===== src/rtl/vga_pkg.sv =====
`default_nettype none
// +--------------------------------------------------------------------+
// | vga_pkg : shared raster widths, default timing and sprite colours  |
// | Rev 1.0                                                            |
// +--------------------------------------------------------------------+
package vga_pkg;

  localparam int H_ACTIVE_DEFAULT = 640;
  localparam int V_ACTIVE_DEFAULT = 480;
  localparam int X_W              = 10;
  localparam int Y_W              = 9;

  typedef enum logic [2:0] {
    COLOR_BLACK   = 3'b000,
    COLOR_BLUE    = 3'b001,
    COLOR_GREEN   = 3'b010,
    COLOR_CYAN    = 3'b011,
    COLOR_RED     = 3'b100,
    COLOR_MAGENTA = 3'b101,
    COLOR_YELLOW  = 3'b110,
    COLOR_WHITE   = 3'b111
  } color_e;

  // Black would make the sprite invisible, so the cycle skips it.
  function automatic color_e next_color(color_e c);
    return (c == COLOR_WHITE) ? COLOR_BLUE : color_e'(c + 3'd1);
  endfunction

endpackage
`default_nettype wire


===== src/rtl/logo_bounce_controller_if.sv =====
`default_nettype none
// +--------------------------------------------------------------------+
// | logo_bounce_controller_if : raster inputs and sprite outputs       |
// | Rev 1.0                                                            |
// +--------------------------------------------------------------------+
interface logo_bounce_controller_if;

  logic [vga_pkg::X_W-1:0] x_i;
  logic [vga_pkg::Y_W-1:0] y_i;
  logic                    vsync_i;
  logic [vga_pkg::X_W-1:0] lut_x_o;
  logic [vga_pkg::Y_W-1:0] lut_y_o;
  logic                    sprite_hit_o;
  logic [2:0]              color_o;
  logic [vga_pkg::X_W-1:0] pos_x_o;
  logic [vga_pkg::Y_W-1:0] pos_y_o;
  logic                    bounce_o;
  logic                    corner_o;

  modport master (
    output x_i, y_i, vsync_i,
    input  lut_x_o, lut_y_o, sprite_hit_o, color_o, pos_x_o, pos_y_o, bounce_o, corner_o
  );

  modport slave (
    input  x_i, y_i, vsync_i,
    output lut_x_o, lut_y_o, sprite_hit_o, color_o, pos_x_o, pos_y_o, bounce_o, corner_o
  );

endinterface
`default_nettype wire


===== src/rtl/bounce_axis.sv =====
`default_nettype none
// +--------------------------------------------------------------------+
// | bounce_axis : one-axis sprite origin that reflects off 0 and MAX   |
// | Rev 1.0                                                            |
// +--------------------------------------------------------------------+
module bounce_axis #(
  parameter int WIDTH = 10,
  parameter int MAX   = 512,
  parameter int STEP  = 1
) (
  input  logic             clk_i,
  input  logic             rst_i,
  input  logic             move_i,
  output logic [WIDTH-1:0] pos_o,
  output logic             bounce_o
);

  localparam logic [WIDTH:0]   c_MAX_EXT  = MAX[WIDTH:0];
  localparam logic [WIDTH:0]   c_STEP_EXT = STEP[WIDTH:0];
  localparam logic [WIDTH-1:0] c_MAX      = MAX[WIDTH-1:0];
  localparam logic [WIDTH-1:0] c_STEP     = STEP[WIDTH-1:0];

  logic [WIDTH-1:0] r_pos;
  logic             r_dir_dec;
  logic [WIDTH:0]   w_inc;
  logic             w_wall_hi;
  logic             w_wall_lo;

  // One extra bit keeps pos+STEP from wrapping before the limit compare.
  always_comb begin
    w_inc     = {1'b0, r_pos} + c_STEP_EXT;
    w_wall_hi = !r_dir_dec && (w_inc > c_MAX_EXT);
    w_wall_lo =  r_dir_dec && ({1'b0, r_pos} < c_STEP_EXT);
  end

  assign bounce_o = move_i && (w_wall_hi || w_wall_lo);
  assign pos_o    = r_pos;

  always_ff @(posedge clk_i) begin
    if (rst_i) begin
      r_pos     <= '0;
      r_dir_dec <= 1'b0;
    end else if (move_i) begin
      if (w_wall_hi) begin
        r_pos     <= c_MAX;
        r_dir_dec <= 1'b1;
      end else if (w_wall_lo) begin
        r_pos     <= '0;
        r_dir_dec <= 1'b0;
      end else if (r_dir_dec) begin
        r_pos <= r_pos - c_STEP;
      end else begin
        r_pos <= w_inc[WIDTH-1:0];
      end
    end
  end

endmodule
`default_nettype wire


===== src/rtl/logo_bounce_controller.sv =====
`default_nettype none
// +--------------------------------------------------------------------+
// | logo_bounce_controller : per-frame sprite motion and window mapping|
// | Rev 1.0                                                            |
// +--------------------------------------------------------------------+
module logo_bounce_controller
  import vga_pkg::*;
#(
  parameter int H_ACTIVE        = H_ACTIVE_DEFAULT,
  parameter int V_ACTIVE        = V_ACTIVE_DEFAULT,
  parameter int SPRITE_W        = 128,
  parameter int SPRITE_H        = 64,
  parameter int STEP_X          = 1,
  parameter int STEP_Y          = 1,
  parameter int FRAME_DIV       = 1,
  parameter int SYNC_ACTIVE_LOW = 1
) (
  input  logic                    clk_i,
  input  logic                    rst_i,
  logo_bounce_controller_if.slave bus
);

  localparam int                 c_MAX_X    = H_ACTIVE - SPRITE_W;
  localparam int                 c_MAX_Y    = V_ACTIVE - SPRITE_H;
  localparam int                 c_DIV_W    = (FRAME_DIV > 1) ? $clog2(FRAME_DIV) : 1;
  localparam logic [c_DIV_W-1:0] c_DIV_LAST = c_DIV_W'(FRAME_DIV - 1);
  localparam logic               c_VS_ACT   = (SYNC_ACTIVE_LOW != 0) ? 1'b0 : 1'b1;
  localparam logic [X_W:0]       c_SPR_W    = SPRITE_W[X_W:0];
  localparam logic [Y_W:0]       c_SPR_H    = SPRITE_H[Y_W:0];

  logic               r_vsync_q;
  logic [c_DIV_W-1:0] r_div;
  logic               w_tick;
  logic               w_move;
  logic               w_bounce_x;
  logic               w_bounce_y;
  logic [X_W-1:0]     w_pos_x;
  logic [Y_W-1:0]     w_pos_y;
  color_e             r_color;
  logic               r_bounce;
  logic               r_corner;
  logic               r_hit;
  logic [X_W-1:0]     r_lut_x;
  logic [Y_W-1:0]     r_lut_y;
  logic [X_W:0]       w_x_end;
  logic [Y_W:0]       w_y_end;
  logic               w_hit;

  // vsync_q resets to the active level so a sync held through reset is not a tick.
  assign w_tick = (bus.vsync_i == c_VS_ACT) && (r_vsync_q != c_VS_ACT);
  assign w_move = w_tick && (r_div == c_DIV_LAST);

  always_ff @(posedge clk_i) begin
    if (rst_i) begin
      r_vsync_q <= c_VS_ACT;
      r_div     <= '0;
    end else begin
      r_vsync_q <= bus.vsync_i;
      if (w_tick) begin
        r_div <= (r_div == c_DIV_LAST) ? '0 : r_div + 1'b1;
      end
    end
  end

  bounce_axis #(.WIDTH(X_W), .MAX(c_MAX_X), .STEP(STEP_X)) u_axis_x (
    .clk_i    (clk_i),
    .rst_i    (rst_i),
    .move_i   (w_move),
    .pos_o    (w_pos_x),
    .bounce_o (w_bounce_x)
  );

  bounce_axis #(.WIDTH(Y_W), .MAX(c_MAX_Y), .STEP(STEP_Y)) u_axis_y (
    .clk_i    (clk_i),
    .rst_i    (rst_i),
    .move_i   (w_move),
    .pos_o    (w_pos_y),
    .bounce_o (w_bounce_y)
  );

  // A corner counts as one bounce, so the colour steps only once.
  always_ff @(posedge clk_i) begin
    if (rst_i) begin
      r_color  <= COLOR_BLUE;
      r_bounce <= 1'b0;
      r_corner <= 1'b0;
    end else begin
      r_bounce <= w_bounce_x || w_bounce_y;
      r_corner <= w_bounce_x && w_bounce_y;
      if (w_bounce_x || w_bounce_y) begin
        r_color <= next_color(r_color);
      end
    end
  end

  always_comb begin
    w_x_end = {1'b0, w_pos_x} + c_SPR_W;
    w_y_end = {1'b0, w_pos_y} + c_SPR_H;
    w_hit   = ({1'b0, bus.x_i} >= {1'b0, w_pos_x}) && ({1'b0, bus.x_i} < w_x_end) &&
              ({1'b0, bus.y_i} >= {1'b0, w_pos_y}) && ({1'b0, bus.y_i} < w_y_end);
  end

  always_ff @(posedge clk_i) begin
    if (rst_i) begin
      r_hit   <= 1'b0;
      r_lut_x <= '0;
      r_lut_y <= '0;
    end else begin
      r_hit   <= w_hit;
      r_lut_x <= w_hit ? (bus.x_i - w_pos_x) : '0;
      r_lut_y <= w_hit ? (bus.y_i - w_pos_y) : '0;
    end
  end

  assign bus.lut_x_o      = r_lut_x;
  assign bus.lut_y_o      = r_lut_y;
  assign bus.sprite_hit_o = r_hit;
  assign bus.color_o      = r_color;
  assign bus.pos_x_o      = w_pos_x;
  assign bus.pos_y_o      = w_pos_y;
  assign bus.bounce_o     = r_bounce;
  assign bus.corner_o     = r_corner;

endmodule
`default_nettype wire


===== src/flat_wrapper.sv =====
// flat-port wrapper written by rule: the top's interface ports become plain ports
module logo_bounce_controller_flat import vga_pkg::*;
#(
  parameter int H_ACTIVE        = H_ACTIVE_DEFAULT,
  parameter int V_ACTIVE        = V_ACTIVE_DEFAULT,
  parameter int SPRITE_W        = 128,
  parameter int SPRITE_H        = 64,
  parameter int STEP_X          = 1,
  parameter int STEP_Y          = 1,
  parameter int FRAME_DIV       = 1,
  parameter int SYNC_ACTIVE_LOW = 1
)
  (clk_i, rst_i, bus_x_i, bus_y_i, bus_vsync_i, bus_lut_x_o, bus_lut_y_o, bus_sprite_hit_o, bus_color_o, bus_pos_x_o, bus_pos_y_o, bus_bounce_o, bus_corner_o);
  logo_bounce_controller_if bus_i ();
  input  logic clk_i;
  input  logic rst_i;
  input wire logic [$bits(bus_i.x_i)-1:0] bus_x_i;
  input wire logic [$bits(bus_i.y_i)-1:0] bus_y_i;
  input wire logic [$bits(bus_i.vsync_i)-1:0] bus_vsync_i;
  output wire logic [$bits(bus_i.lut_x_o)-1:0] bus_lut_x_o;
  output wire logic [$bits(bus_i.lut_y_o)-1:0] bus_lut_y_o;
  output wire logic [$bits(bus_i.sprite_hit_o)-1:0] bus_sprite_hit_o;
  output wire logic [$bits(bus_i.color_o)-1:0] bus_color_o;
  output wire logic [$bits(bus_i.pos_x_o)-1:0] bus_pos_x_o;
  output wire logic [$bits(bus_i.pos_y_o)-1:0] bus_pos_y_o;
  output wire logic [$bits(bus_i.bounce_o)-1:0] bus_bounce_o;
  output wire logic [$bits(bus_i.corner_o)-1:0] bus_corner_o;
  assign bus_i.x_i = bus_x_i;
  assign bus_i.y_i = bus_y_i;
  assign bus_i.vsync_i = bus_vsync_i;
  assign bus_lut_x_o = bus_i.lut_x_o;
  assign bus_lut_y_o = bus_i.lut_y_o;
  assign bus_sprite_hit_o = bus_i.sprite_hit_o;
  assign bus_color_o = bus_i.color_o;
  assign bus_pos_x_o = bus_i.pos_x_o;
  assign bus_pos_y_o = bus_i.pos_y_o;
  assign bus_bounce_o = bus_i.bounce_o;
  assign bus_corner_o = bus_i.corner_o;
  logo_bounce_controller #(.H_ACTIVE(H_ACTIVE), .V_ACTIVE(V_ACTIVE), .SPRITE_W(SPRITE_W), .SPRITE_H(SPRITE_H), .STEP_X(STEP_X), .STEP_Y(STEP_Y), .FRAME_DIV(FRAME_DIV), .SYNC_ACTIVE_LOW(SYNC_ACTIVE_LOW)) u_core (.clk_i(clk_i), .rst_i(rst_i), .bus(bus_i));
endmodule

===== config.mk =====
export PLATFORM = sky130hd
export DESIGN_NAME = logo_bounce_controller_flat
export DESIGN_NICKNAME = d
export VERILOG_FILES = /design/src/rtl/vga_pkg.sv /design/src/rtl/logo_bounce_controller_if.sv /design/src/rtl/bounce_axis.sv /design/src/rtl/logo_bounce_controller.sv /design/src/flat_wrapper.sv
export SDC_FILE = /design/constraint.sdc
export NUM_CORES = 1
export LEC_CHECK = 0
export CAP_MARGIN = 20
export CORE_MARGIN = 10
export CORE_UTILIZATION = 49
export DETAILED_ROUTE_END_ITERATION = 8
export HOLD_SLACK_MARGIN = 0.1
export PLACE_DENSITY = 0.83
export SETUP_SLACK_MARGIN = 0.4
export SLEW_MARGIN = 20
export SYNTH_ARGS = -nofsm -noshare
export SYNTH_HDL_FRONTEND = slang
export SYNTH_SLANG_ARGS = --single-unit

===== constraint.sdc =====
create_clock -name clk_i -period 3 [get_ports clk_i]
set_input_delay 0.3 -clock clk_i [delete_from_list [all_inputs] [get_ports clk_i]]
set_output_delay 0.3 -clock clk_i [all_outputs]
set_load 0.02 [all_outputs]

==> results.py, run 1 <==
metrics = {
    "routing": {
        "via_per_inst": 5.87,
        "detail-route-antenna-nets": 0,
        "wirelength_mm": 10.0,
        "route.detailed.drc": 0,
        "drtIter0Drc": 292,
        "dr.pass1.iters": 5,
        "wl_per_cell_um": 16.3,
        "vias": 3607,
    },
    "global_routing": {
        "grtUsageTotal": 0.172,
        "grt_max_degree": 36,
        "antenna_found_initial": 0,
        "grt_overflow": 0,
        "grt_pass1_wl_mm": 16.8,
        "grt_pass1_vias": 3493,
    },
    "power": {
        "switching_power_mw": 0.368,
        "power_leakage_nw": 1.66,
        "clkPwrFrac": 0.287,
        "comb_power_share": 0.216,
        "ir_drop_v": 0.000165,
        "p_seq_frac": 0.498,
        "p_sw_frac": 0.286,
        "powerDensity_nw_per_um2": 277,
        "p_int_mw": 0.918,
    },
    "sta": {
        "timing_hold_violations_final": 0,
        "setup_viol": 0,
        "skew_ns": 0.00535,
        "fmax_mhz": 393,
        "worst_pin_slew_ns": 0.719,
        "slew_headroom": 0.520,
        "tns_ns": 0,
        "drv_slew": 0,
        "layout_worst_path_cycle_share": 0.849,
        "grt_setup_unrepaired": "yes",
        "post-route-min-period_ns": 2.55,
    },
    "synth": {
        "synthesis.area_um2": 3710,
        "synth.ff_latch_count": 47,
        "synth_top_area_share": 0.254,
        "synth.area.top_cells": "dfxtp_1 (25%), ha_1 (13%), inv_1 (3.6%)",
        "syn_inst": 451,
        "ys_top_cells_by_count": "dfxtp_1 (47), ha_1 (38), inv_1 (36)",
        "synth-edff-count": 0,
        "syn_avg_cell_area_um2": 8.22,
        "yosysMostFrequentCell": "dfxtp_1",
        "synth_area_leader_cell": "dfxtp_1",
        "yosysWarningCount": 0,
        "async_reset_ff_frac": 0,
        "ys_seq_area_frac": 0.254,
        "synthDistinctLibCells": 65,
        "synthesis.nets": 513,
        "synth_flop_cell": "dfxtp_1",
    },
    "finish": {
        "antenna_cells": 0,
        "areaGrowthSynthToFinish_pct": 25.5,
        "finalNonFillerCells": 615,
        "nets": 578,
        "layout-drive-gt1-share": 0.132,
    },
    "floorplan": {
        "start_util": 0.508,
        "die-area_um2": 11400,
        "die_h_um": 107,
        "die_width_um": 107,
        "core_um2": 7290,
        "rows": 31,
        "ios": 66,
    },
    "critical_path": {
        "worstRegToRegCells": 9,
        "r2r_end": "u_core.bus.lut_y_o[3]",
        "critPathMaxFanout": 9,
        "r2r_slack_ns": 0.45,
        "critPathLaunch": "u_core.u_axis_x.pos_o[1]",
        "crit_arrival_ns": 2.78,
        "critPathLaunchType": "flop",
        "end_kind": "flop",
        "rr_startpoint": "u_core.u_axis_x.pos_o[1]",
        "critical_path_class": "flop to flop",
        "worstSetupEndpoint": "u_core.bus.lut_y_o[3]",
        "cp.required_ns": 3.23,
    },
    "placement": {
        "dp_cells": 601,
        "dp_hpwl_mm": 7.35,
        "port_buffers": 65,
        "gp_congestion": 0.926,
    },
    "clock_network": {
        "cts_buffers": 5,
        "insertion_delay_ns": 0.30,
        "path_clk_slew_ns": 0.08,
        "clock_tree.htree_level_count": 2,
        "ctsHoldBuffers": 0,
        "cts_tree": "done",
        "ctsRootBufferMaster": "clkbuf_8",
        "cts_max_path_buffers": 2,
        "cts.sinks": 47,
    },
    "worst_hold_path": {
        "hp-class": "flop to flop",
    },
    "status": {
        "status": "finished, final reports clean",
    },
    "run": {
        "max_cap_viol_count": 0,
    },
}
==> cells by family (layout without fill, tap and decap cells) <==
| group | after synthesis | after routing | synth area share |
|---|---|---|---|
| and+or+nand+nor | 165 | 167 | 0.251 |
| AOI/OAI and AO/OA | 109 | 109 | 0.211 |
| buffers and inverters | 63 | 126 | 0.0787 |
| DFF | 47 | 47 | 0.254 |
| adders and majority gates | 40 | 40 | 0.139 |
| xor gates and xnor gates | 21 | 21 | 0.0496 |
| muxes | 6 | 6 | 0.0162 |
==> repair_timing <==
item,in CTS,in global routing
pin swaps,10,4
gates resized for setup,11,15
buffers inserted,5,0
hold endpoints to repair,0,0
gates cloned,2,0
endpoints found under the setup margin,27,33
==> worst min-delay path by stage <==
stage	depth (start not counted)	slack, ns	end	from
after detailed placement	2	0.49	u_core.bus.color_o[1]	u_core.bus.color_o[1]
after global routing	2	0.53	u_core.bus.color_o[1]	u_core.bus.color_o[1]
after floorplan	1	0.43	u_core.r_vsync_q	bus_vsync_i
final	2	0.50	u_core.bus.color_o[1]	u_core.bus.color_o[1]
after global placement	2	0.48	u_core.bus.color_o[2]	u_core.bus.color_o[2]
after CTS	2	0.50	u_core.bus.color_o[1]	u_core.bus.color_o[1]
==> critical path, cell delays in order (launching register included) <==
cell     delay [ns]
dfxtp_4        0.41
inv_2          0.07
ha_1           0.30
nor2b_1        0.13
o21a_1         0.20
o21a_4         0.23
o31ai_4        0.23
nor3_1         0.12
or4_4          0.61
nor3b_2        0.18
==> state kept, by name (all words and copies together) (netlist names) <==
| signal | cells |
|---|---|
| u_core.bus.bounce_o | 1 |
| u_core.bus.lut_y_o | 9 |
| u_core.bus.color_o | 3 |
| u_core.u_axis_y.pos_o | 9 |
| u_core.bus.sprite_hit_o | 1 |
| u_core.bus.lut_x_o | 10 |
| u_core.u_axis_x.pos_o | 10 |
| u_core.u_axis_y.r_dir_dec | 1 |
| u_core.r_vsync_q | 1 |
| u_core.bus.corner_o | 1 |
| u_core.u_axis_x.r_dir_dec | 1 |
==> cell usage in the layout, fill, tap and decap left out, drive strengths merged, types with 18 or more instances in the layout <==
cell and instances:
nand2 31, a21oi 23, nor3 31, buf 18, dfxtp 47, nand3 21, ha 38, o21ai 19
inv 36, nor2 29, clkdlybuf4s50 65, a31oi 21
==> per-stage QoR <==
stage | hold WS, ns | cell area [um^2] | total power [mW] | utilization | setup WS, ns
2_1_floorplan | 0.428 | 3740 | 0.828 | - | 0.409
3_3_place_gp | 0.482 | 4440 | 0.911 | 0.609 | 0.177
6_report | 0.499 | 4650 | 1.29 | 0.638 | 0.454
5_1_grt | 0.532 | 4650 | 1.35 | 0.638 | 0.388
3_5_place_dp | 0.489 | 4440 | 0.919 | 0.609 | 0.0923
4_1_cts | 0.505 | 4610 | 1.28 | 0.632 | 0.379
==> power by group through the flow <==
stage / registers (mW) / clock network, mW / logic, mW
floorplan: 0.664 / 0 / 0.164
global placement: 0.657 / 0 / 0.253
detailed placement: 0.658 / 0 / 0.261
CTS: 0.640 / 0.373 / 0.270
global route: 0.642 / 0.401 / 0.304
finish: 0.640 / 0.369 / 0.277
==> routing by layer <==
metal | track usage | vias up | wire [um]
met5 | 0 | - | 0
met4 | 0.0522 | 0 | 177
met3 | 0.0401 | 18 | 740
met2 | 0.283 | 139 | 4820
met1 | 0.218 | 1691 | 4280
li1 | - | 1759 | -
==> final cells by class <==
class	count	area, um^2
Clock buffer	7	76.3
Fill cell	645	2640
Inverter	36	135
Multi-Input combinational cell	343	2560
Sequential cell	47	968
Tap cell	99	124
Timing Repair Buffer	83	786
Power figures use the tool's default switching activity.
==> inputs of run 2 (changes only) <==
CORE_UTILIZATION = 54   (was 49)
PLACE_DENSITY = 0.87   (was 0.83)
clock period = 2.6 ns   (was 3 ns; I/O delays follow)
==> run 2 against run 1 <==
Against the previous run: utilization up 19 points; total power increased by 35%; wire length is 60% higher; sequential cell count unchanged; the run now ends with setup timing left; clock-buffer cell count fell by 2; die area decreased by 7.6%; largest cell class unchanged; critical endpoint unchanged; first-iteration DRC count rose by 140%.
==> results.py, run 2 (synthesized netlist as in run 1, its figures left out) <==
metrics = {
    "power": {
        "total_power_mw": 1.74,
        "ir_drop_v": 0.000206,
        "powerDensity_nw_per_um2": 313,
        "power_leakage_nw": 2.11,
    },
    "routing": {
        "route.detailed.drc": 0,
        "detail-route-antenna-nets": 0,
        "vias": 4598,
        "dr.pass1.iters": 8,
        "drtIter0Drc": 714,
        "wl_per_cell_um": 24.4,
        "wirelength_mm": 16.1,
        "via_per_inst": 6.97,
    },
    "critical_path": {
        "crit_slowest_cell": "or4_4",
        "crit_arrival_ns": 2.99,
        "critPathLaunchType": "flop",
        "critPathMaxFanout": 5,
        "cp.required_ns": 2.85,
        "end_kind": "flop",
        "max_stage_delay_ns": 0.63,
        "path_cells": "ha_4 > xnor2_2 > ha_1 > a21oi_2 > a31oi_2 > a2111oi_4 > o2111ai_2 > or4_4 > nor3b_2",
        "critical_path_class": "flop to flop",
    },
    "status": {
        "violations": "setup timing",
        "status": "finished with violations",
    },
    "finish": {
        "layout_common_cells": "buf_4 (66), clkdlybuf4s50_1 (65), dfxtp_1 (33), ha_1 (31)",
        "finalNonFillerCells": 660,
        "layout-drive-gt1-share": 0.324,
        "final_common_cell": "buf_4",
        "antenna_cells": 0,
        "final_util": 0.828,
        "fill_cells": 316,
        "nets": 641,
        "areaGrowthSynthToFinish_pct": 50.2,
    },
    "sta": {
        "post-route-min-period_ns": 2.74,
        "timing.final.ws_setup_ns": -0.137,
        "drv_slew": 0,
        "worst_pin_slew_ns": 0.930,
        "timing_hold_violations_final": 0,
        "slew_headroom": 0.379,
        "setup_viol": 20,
        "skew_ns": 0.0111,
        "grt_setup_unrepaired": "yes",
        "timing.hold.ws_ns": 0.510,
        "fmax_mhz": 365,
        "layout_worst_path_cycle_share": 1.05,
    },
    "run": {
        "max_cap_viol_count": 0,
    },
    "global_routing": {
        "grt_pass1_wl_mm": 20.2,
        "grtUsageTotal": 0.238,
        "antenna_found_initial": 0,
        "grt_pass1_vias": 4041,
        "grt_max_degree": 36,
        "grt_overflow": 0,
    },
    "clock_network": {
        "cts.sinks": 47,
        "cts_tree": "done",
        "insertion_delay_ns": 0.32,
        "cts_buffers": 5,
        "clock_tree.htree_level_count": 2,
        "cts_max_path_buffers": 2,
        "path_clk_slew_ns": 0.10,
        "ctsRootBufferMaster": "clkbuf_8",
    },
    "floorplan": {
        "rows": 30,
        "core_um2": 6720,
        "ios": 66,
        "die_width_um": 103,
        "die-area_um2": 10600,
        "die_h_um": 103,
        "start_util": 0.552,
    },
    "placement": {
        "gp_congestion": 0.877,
        "dp_cells": 617,
        "port_buffers": 65,
        "place_ws_ns": -0.173,
        "dp_hpwl_mm": 7.62,
    },
    "worst_hold_path": {
        "hp-class": "flop to flop",
    },
}
==> run 2: changes by cell type in the layout (fill, tap and decap cells not counted), sizes merged <==
| cell | before | now |
|---|---|---|
| buf | 18 | 80 |
| bufinv | 0 | 1 |
| clkbuf | 7 | 5 |
| clkinv | 0 | 2 |
| nor2 | 29 | 30 |
==> run 2: layer usage <==
metal,global-route usage,wire (um),part of all wire
met2,0.419,7250,0.45
met3,0.0617,1970,0.12
met5,0,0,0
met1,0.266,5550,0.34
met4,0.102,1310,0.082
==> run 2: final cells by class <==
cell class | count | area, um^2 | area share
clock inverter | 3 | 43.8 | 0.00787
timing repair buffer | 145 | 1310 | 0.235
multi-input combinational | 344 | 2910 | 0.524
inverter | 36 | 148 | 0.0265
sequential | 47 | 983 | 0.177
clock buffer | 5 | 68.8 | 0.0124
tap | 80 | 100 | 0.0180
==> run 2: metrics by stage <==
stage | cell area (um^2) | setup TNS [ns]
after floorplan | 3790 | 0
after global placement | 4720 | -2.34
after detailed placement | 4720 | -3.08
after CTS | 5100 | 0
after global routing | 5570 | -4.66
final | 5570 | -1.42
==> run 2: worst max-delay path: cells and delay by family (launching register included) <==
family          cells  cell delay, ns
simple gates        2            0.83
xor+xnor            1            0.15
flops               1            0.40
compound gates      4            0.75
fa+ha+maj           2            0.53
==> run 2: path summary, 6_finish.rpt <==
path,startpoint,to,slack (ns),depth (start not counted)
max reg2reg,u_core.u_axis_y.pos_o[7],u_core.bus.lut_y_o[3],-0.14,9
min,u_core.bus.color_o[1],u_core.bus.color_o[1],0.51,2
max,u_core.u_axis_y.pos_o[7],u_core.bus.lut_y_o[3],-0.14,9
min reg2reg,u_core.bus.color_o[1],u_core.bus.color_o[1],0.51,2
==> run 2: power by group <==
part,leakage [nW],switching (mW),internal (mW)
clock network,0.0581,0.291,0.287
registers,0.389,0.0118,0.722
logic,1.66,0.236,0.193
total,2.11,0.538,1.20
==> run 2: repair_timing <==
action / in CTS / in global routing
hold buffers: 0 / 0
endpoints found under the setup margin: 38 / 45
gates cloned: 4 / 0
pin swaps: 18 / 22
buffers inserted: 11 / 20
resized for setup: 29 / 70
==> inputs of run 3 (changes only) <==
SETUP_SLACK_MARGIN = 0.1   (was 0.4)
==> run 3 against run 2 <==
Against the previous run: the flow still finishes with violations (setup timing); non-clock buffer count shrank 28; hold slack worse by 0.0062 ns; design area decreased by 9.3%; highest routed layer unchanged; combinational power fell by 14%; sequential share of layout area increased by 1.6 points; sequential power hardly changed; total power is 0.56% higher; first-iteration DRC count shrank 44%; critical endpoint is now u_core.bus.lut_x_o[9]; via count shrank 15%; largest power group unchanged; sequential cell count did not move; clock-buffer cell count is 1 higher.
==> results.py, run 3 (synthesized netlist as in run 1, its figures left out) <==
metrics = {
    "status": {
        "status": "finished with violations",
        "violations": "setup timing",
    },
    "finish": {
        "final_common_cell": "clkdlybuf4s50_1",
        "multi_input_area_um2": 2660,
        "area.sequential_um2": 975,
        "final_area_um2": 5050,
        "areaGrowthSynthToFinish_pct": 36.2,
        "finalNonFillerCells": 632,
        "layout-drive-gt1-share": 0.208,
        "nets": 613,
        "layout_common_cells": "clkdlybuf4s50_1 (65), buf_4 (51), dfxtp_1 (36), ha_1 (33), inv_1 (32)",
        "final_util": 0.751,
        "antenna_cells": 0,
        "fill_cells": 427,
    },
    "critical_path": {
        "crit_arrival_ns": 2.90,
        "cp.required_ns": 2.85,
        "critPathLaunchType": "flop",
        "critPathMaxFanout": 5,
        "crit_slowest_cell": "or4_4",
        "path_cells": "ha_2 > xnor2_2 > ha_1 > a21oi_2 > a31oi_2 > a2111oi_4 > o2111ai_2 > buf_4 > or4_4 > nor3_2",
        "path_delay_family": "simple AND/OR/NAND/NOR gates",
        "path_buf_inv": 1,
        "critical_path_class": "flop to flop",
        "max_stage_delay_ns": 0.53,
        "end_kind": "flop",
    },
    "floorplan": {
        "ios": 66,
        "start_util": 0.552,
        "die_h_um": 103,
        "core_um2": 6720,
        "die-area_um2": 10600,
        "die_width_um": 103,
        "rows": 30,
    },
    "global_routing": {
        "grt_overflow": 0,
        "grt_pass1_wl_mm": 17.8,
        "grtUsageTotal": 0.208,
        "use_met1": 0.243,
        "grt_pass1_vias": 3666,
        "gr-max-usage-layer": "met2",
        "antenna_found_initial": 0,
        "grtUsageMet3": 0.0362,
        "grt_max_degree": 36,
        "grt.met2_usage": 0.369,
    },
    "sta": {
        "setup_viol": 18,
        "skew_ns": 0.0125,
        "timing.final.ws_setup_ns": -0.0543,
        "drv_slew": 0,
        "timing.hold.ws_ns": 0.504,
        "grt_setup_unrepaired": "yes",
        "slew_headroom": 0.541,
        "post-route-min-period_ns": 2.65,
        "timing_hold_violations_final": 0,
        "layout_worst_path_cycle_share": 1.02,
        "tns_ns": -0.473,
        "fmax_mhz": 377,
        "worst_pin_slew_ns": 0.688,
    },
    "routing": {
        "wirelength_mm": 11.7,
        "route.detailed.drc": 0,
        "dr.pass1.iters": 7,
        "detail-route-antenna-nets": 0,
        "via_per_inst": 6.22,
        "wl_per_cell_um": 18.5,
        "drtIter0Drc": 399,
        "vias": 3929,
    },
    "placement": {
        "dp_hpwl_mm": 7.67,
        "place_ws_ns": -0.223,
        "port_buffers": 65,
        "place_area_um2": 4660,
        "gp_congestion": 0.918,
        "dp_cells": 612,
    },
    "clock_network": {
        "cts_tree": "done",
        "cts_max_path_buffers": 2,
        "ctsHoldBuffers": 0,
        "cts_buffers": 5,
        "path_clk_slew_ns": 0.10,
        "insertion_delay_ns": 0.31,
        "ctsRootBufferMaster": "clkbuf_8",
        "clock_tree.htree_level_count": 2,
        "cts.sinks": 47,
    },
    "power": {
        "ir_drop_v": 0.000203,
        "power_leakage_nw": 1.90,
        "total_power_mw": 1.75,
        "powerDensity_nw_per_um2": 347,
    },
    "run": {
        "max_cap_viol_count": 0,
    },
    "worst_hold_path": {
        "hp-class": "flop to flop",
    },
}
==> run 3: changes by cell type in the layout (fill, tap and decap cells not counted), sizes merged <==
| cell | previous run | this run |
|---|---|---|
| bufinv | 1 | 2 |
| clkinv | 2 | 0 |
| buf | 80 | 52 |
| clkbuf | 5 | 6 |
| or4 | 6 | 7 |
| nor2 | 30 | 29 |
==> run 3: final cells by class <==
class / instances / area share
well taps: 80 / 0.0198
clock inverters: 2 / 0.0119
inverters: 36 / 0.0278
flip-flops and latches: 47 / 0.193
clock buffers: 6 / 0.0144
multi-input cells: 344 / 0.526
repair buffers: 117 / 0.207
==> run 3: worst min-delay path, delay by kind of cell (launching register included) <==
family	cells	cell delay, ns
flip-flops	1	0.33
AND/OR/NAND/NOR	1	0.07
multiplexers	1	0.06
==> run 3: final timing paths <==
path                                 start                    end  slack, ns  cells after the start
setup reg to reg  u_core.u_axis_y.pos_o[7]  u_core.bus.lut_x_o[9]      -0.05                     10
hold reg to reg      u_core.bus.color_o[1]  u_core.bus.color_o[1]       0.50                      2
hold / removal       u_core.bus.color_o[1]  u_core.bus.color_o[1]       0.50                      2
setup / recovery  u_core.u_axis_y.pos_o[7]  u_core.bus.lut_x_o[9]      -0.05                     10
==> run 3: layer usage <==
| layer | part of all wire | wire (um) |
|---|---|---|
| met1 | 0.38 | 4500 |
| met2 | 0.51 | 5930 |
| met3 | 0.080 | 941 |
| met4 | 0.029 | 343 |
| met5 | 0 | 0 |
==> run 3: timing repair <==
action,4_1_cts,5_1_grt
setup endpoints to repair,29,25
resized for setup,10,23
buffers inserted,6,3
pin swaps,13,12
cloned,2,1
==> run 3: report_power, final <==
group	internal, mW	switching, mW
Combinational	0.170	0.198
Clock	0.385	0.265
Sequential	0.724	0.00851
